[config.mk]
export PLATFORM = sky130hd
export DESIGN_NAME = product_bcd_converter
export DESIGN_NICKNAME = d
export VERILOG_FILES = /design/src/rtl/product_bcd_converter.sv
export SDC_FILE = /design/constraint.sdc
export NUM_CORES = 1
export LEC_CHECK = 0
export ABC_AREA = 1
export CAP_MARGIN = 0
export CELL_PAD_IN_SITES_DETAIL_PLACEMENT = 0
export CELL_PAD_IN_SITES_GLOBAL_PLACEMENT = 1
export CORE_MARGIN = 5
export CORE_UTILIZATION = 44
export CTS_CLUSTER_DIAMETER = 80
export CTS_CLUSTER_SIZE = 14
export DETAILED_ROUTE_END_ITERATION = 8
export PLACE_DENSITY = 0.84
export SYNTH_ARGS = -nofsm -noshare
export SYNTH_HDL_FRONTEND = slang
export SYNTH_SLANG_ARGS = --single-unit
[constraint.sdc]
create_clock -name clk_out_i -period 3.25 [get_ports clk_out_i]
set_input_delay 0.325 -clock clk_out_i [delete_from_list [all_inputs] [get_ports clk_out_i]]
set_output_delay 0.325 -clock clk_out_i [all_outputs]
set_load 0.02 [all_outputs]
[src/rtl/product_bcd_converter.sv]
// Captures the signed product on the rising edge of done_i and converts its magnitude to packed BCD (one double-dabble shift per clock).
// Optional: define LEADING_ZERO_BLANK_EN to replace leading-zero digits with the blank code 4'hF.
module product_bcd_converter #(
    parameter int WIDTH  = 16,
    parameter int DIGITS = 5
) (
    input  logic                  clk_out_i,
    input  logic                  rst_i,
    input  logic                  done_i,
    input  logic [WIDTH-1:0]      product_i,
    output logic                  sign_o,
    output logic [4*DIGITS-1:0]   bcd_o,
    output logic                  valid_o,
    output logic                  busy_o
);

    localparam int CW = $clog2(WIDTH);

    typedef enum logic [1:0] {
        IDLE,
        SHIFT,
        DONE
    } state_t;

    state_t              state, state_nx;
    logic                done_q;
    logic                sign_q, sign_q_nx;
    logic [4*DIGITS-1:0] acc, acc_nx, acc_adj, acc_out;
    logic [WIDTH-1:0]    mag, mag_nx;
    logic [CW-1:0]       count, count_nx;
    logic                sign_nx, valid_nx;
    logic [4*DIGITS-1:0] bcd_nx;
    logic                trigger;

    assign trigger = done_i & ~done_q;
    assign busy_o  = (state != IDLE);

    // Add-3 correction applied ahead of every shift.
    always_comb begin
        acc_adj = acc;
        for (int unsigned i = 0; i < DIGITS; i++) begin
            if (acc[4*i +: 4] >= 4'd5)
                acc_adj[4*i +: 4] = acc[4*i +: 4] + 4'd3;
        end
    end

`ifdef LEADING_ZERO_BLANK_EN
    // Blank zeros from the top digit down until the first non-zero; ones digit always shown.
    always_comb begin
        logic lead;
        acc_out = acc;
        lead    = 1'b1;
        for (int unsigned i = 0; i < DIGITS - 1; i++) begin
            if (lead && (acc[4*(DIGITS-1-i) +: 4] == 4'd0))
                acc_out[4*(DIGITS-1-i) +: 4] = 4'hF;
            else
                lead = 1'b0;
        end
    end
`else
    always_comb begin
        acc_out = acc;
    end
`endif

    always_comb begin
        state_nx  = state;
        sign_q_nx = sign_q;
        acc_nx    = acc;
        mag_nx    = mag;
        count_nx  = count;
        sign_nx   = sign_o;
        bcd_nx    = bcd_o;
        valid_nx  = valid_o;
        case (state)
            IDLE: begin
                if (trigger) begin
                    mag_nx    = product_i[WIDTH-1] ? (~product_i + 1'b1) : product_i;
                    sign_q_nx = product_i[WIDTH-1];
                    acc_nx    = '0;
                    count_nx  = '0;
                    valid_nx  = 1'b0;
                    state_nx  = SHIFT;
                end
            end
            SHIFT: begin
                {acc_nx, mag_nx} = {acc_adj, mag} << 1;
                count_nx = count + 1'b1;
                if (count == CW'(WIDTH - 1))
                    state_nx = DONE;
            end
            DONE: begin
                bcd_nx   = acc_out;
                sign_nx  = sign_q;
                valid_nx = 1'b1;
                state_nx = IDLE;
            end
            default: state_nx = IDLE;
        endcase
    end

    always_ff @(posedge clk_out_i or posedge rst_i) begin
        if (rst_i) begin
            state   <= IDLE;
            done_q  <= 1'b0;
            sign_q  <= 1'b0;
            acc     <= '0;
            mag     <= '0;
            count   <= '0;
            sign_o  <= 1'b0;
            bcd_o   <= '0;
            valid_o <= 1'b0;
        end else begin
            state   <= state_nx;
            done_q  <= done_i;
            sign_q  <= sign_q_nx;
            acc     <= acc_nx;
            mag     <= mag_nx;
            count   <= count_nx;
            sign_o  <= sign_nx;
            bcd_o   <= bcd_nx;
            valid_o <= valid_nx;
        end
    end

endmodule
==> results.json <==
{
  "status": "finished, final reports clean",
  "io_pins": 42,
  "synth_edf_count": 0,
  "required_ps": 2920,
  "grtUsageTotal": 0.160,
  "syn_nets": 459,
  "core_um2": 7730,
  "slew_headroom": 0.530,
  "gp_congestion": 0.827,
  "start_util": 0.453,
  "antenna_cells": 0,
  "synthArstFlopShare": 1.00,
  "synth_cells": 428,
  "numCtsBuffers": 9,
  "ys_seq_elements": 66,
  "grt-ovfl-total": 0,
  "area_growth_pct": 17.5,
  "syn_area_um2": 3500,
  "ctsHoldBuffers": 0,
  "io_buffers": 41,
  "die_area_um2": 9830,
  "ys.warnings.count": 0,
  "fp.dieH_um": 99.2,
  "nets": 500,
  "drt_pre_antenna_iters": 4,
  "rr_endpoint": "mag[4]",
  "clkTransAtPathRegs_ps": 70,
  "endpoint_kind": "output pin",
  "total_power_w": 0.00365,
  "drive_above_1_share": 0.0784,
  "synth_flop_cell": "dfrtp_1",
  "final.setup.tns_ps": 0,
  "final.period_utilization": 0.564,
  "synth.largest_area_cell": "dfrtp_1",
  "wl_um": 7120,
  "tritoncts": "built",
  "top_layer": "met4",
  "wl_met1_um": 3560,
  "drt_iter0_markers": 86,
  "rows": 32,
  "max_freq_mhz": 545,
  "r2r_slack_ps": 1490,
  "setup_viol": 0,
  "drv_cap": 0,
  "fin_skew_ps": 8.05,
  "met3RoutedLength_um": 229,
  "vias": 2817,
  "grt_pass1_vias": 2879,
  "grt_antenna_before_repair": 0,
  "clockRootBuffer": "clkbuf_8",
  "grt_setup_unrepaired": "no",
  "worst_ir_drop_vdd_uv": 263,
  "critPathKind": "register to output pin",
  "wl_per_cell_um": 12.4,
  "finalHoldViolCount": 0,
  "syn_area_per_cell_um2": 8.17,
  "p_per_area_nw_per_um2": 889,
  "fin_ws_ps": 1420,
  "period_minus_slack_ps": 1830,
  "clock_latency_ps": 330,
  "post_cts_buffers": 0,
  "clockBufferDepth": 2,
  "power.leakage_nw": 2.02,
  "drc_errors": 0,
  "clock-sinks": 66,
  "yosysTopAreaCellShare": 0.472,
  "ant_nets": 0,
  "worst_pin_slew_ps": 703,
  "critPathMaxFanout": 3,
  "dpl.hpwl_um": 5030,
  "reg2reg_depth": 7,
  "r2r-start": "state[0]",
  "startpoint_type": "register",
  "wl_met2_um": 3270,
  "arrival_ps": 1510,
  "dp_slack_ps": 1130,
  "cts_resized": 0,
  "num-fill-cells": 728,
  "dieWidth_um": 99.2,
  "routed_via_density": 4.91,
  "slew_viol_final": 0,
  "synth_cell_types": 35,
  "cts.htree.levels": 3,
  "grt_max_degree": 42,
  "grt_pass1_wl_um": 13000,
  "hp-class": "primary input to async pin",
  "yosysSeqAreaShare": 0.472,
  "synthTopCellsByArea": "dfrtp_1 47%, nand2_1 11%, o21ai_0 6.9%"
}
==> sequential cells by signal (all words and copies together), names as in the netlist <==
register / cells
sign_q: 1
sign_o: 1
count: 4
state: 2
acc: 20
mag: 16
bcd_o: 20
done_q: 1
valid_o: 1
==> critical path: stages (launching register included) <==
cell and delay, ps:
dfrtp_1 430, nor2_2 170, inv_1 50, clkdlybuf4s50_1 530
==> cells in the mapped netlist, types with 3 or more instances <==
cell type,n
o32ai_1,3
nand3_1,24
o21ai_0,48
nand2_1,103
a21oi_1,10
o21bai_1,3
nor2_1,34
buf_2,5
o211ai_1,3
xor2_1,5
inv_1,62
nand3_2,8
o22ai_1,14
ha_1,12
dfrtp_1,66
buf_6,3
==> cell type report <==
class / instances / area (um2) / area share
inverter: 65 / 249 / 0.0606
multi-input combinational: 283 / 1490 / 0.363
sequential: 66 / 1650 / 0.402
tap: 102 / 128 / 0.0311
clock buffer: 11 / 141 / 0.0344
timing repair buffer: 44 / 433 / 0.105
clock inverter: 3 / 17.5 / 0.00426
==> through the flow <==
| step | util | hold WS [ps] | std cells | area, um2 |
|---|---|---|---|---|
| global route | 0.532 | 251 | 574 | 4110 |
| floorplan | - | 356 | 428 | 3500 |
| detailed placement | 0.511 | 461 | 560 | 3950 |
| global placement | 0.511 | 458 | 560 | 3950 |
| CTS | 0.532 | 225 | 574 | 4110 |
| finish | 0.532 | 237 | 574 | 4110 |
==> per-layer routing <==
layer	GRT usage	vias up
met5	0	-
met4	0.0630	0
met3	0.0302	4
met2	0.260	50
met1	0.212	1300
li1	-	1463
==> cell usage in the layout (no fill, tap or decap) <==
cell type / synthesis / routed
inv_1: 62 / 61
o21ai_2: 1 / 1
nand2_1: 103 / 103
clkdlybuf4s50_1: 0 / 41
nor2_1: 34 / 34
nand2_2: 1 / 1
or2_2: 1 / 1
o211ai_2: 1 / 1
o22ai_1: 14 / 14
clkinvlp_4: 0 / 1
ha_1: 12 / 12
o211ai_1: 3 / 3
clkinv_2: 0 / 2
o32ai_1: 3 / 3
nand3_2: 8 / 8
a22o_1: 1 / 1
nor2_2: 1 / 1
nand3b_1: 1 / 1
o221ai_1: 1 / 1
buf_4: 2 / 3
clkbuf_1: 1 / 1
inv_2: 2 / 3
o21ai_0: 48 / 48
dfrtp_1: 66 / 66
inv_6: 1 / 1
nor2_4: 1 / 1
o21ai_1: 2 / 2
nand4_1: 2 / 2
mux2_2: 1 / 1
nand2_4: 2 / 2
a21oi_1: 10 / 10
clkbuf_8: 0 / 10
xor2_1: 5 / 5
o21bai_1: 3 / 3
nand3_1: 24 / 24
==> worst max path at each step <==
stage	slack, ps	end	start
2_1_floorplan	1270	acc[0]	rst_i
3_3_place_gp	1180	mag[4]	done_i
3_5_place_dp	1130	mag[4]	done_i
4_1_cts	1390	busy_o	state[0]
5_1_grt	1350	mag[4]	state[0]
6_report	1420	busy_o	state[0]
==> power breakdown <==
| part | switching [W] | internal [W] |
|---|---|---|
| registers | 0.000205 | 0.00117 |
| clock network | 0.000286 | 0.000287 |
| logic | 0.00102 | 0.000682 |
| total | 0.00151 | 0.00214 |
==> cells by family (layout without fill, tap and decap cells) <==
logic type	Yosys count	in the layout	synth area share
AND/OR/NAND/NOR	178	178	0.225
AO/OA/AOI/OAI	87	87	0.142
buffers and inverters	79	123	0.102
flip-flops	66	66	0.472
adder cells (fa/ha/maj)	12	12	0.0429
XOR/XNOR	5	5	0.0125
multiplexers	1	1	0.00322
Power figures use the tool's default switching activity.
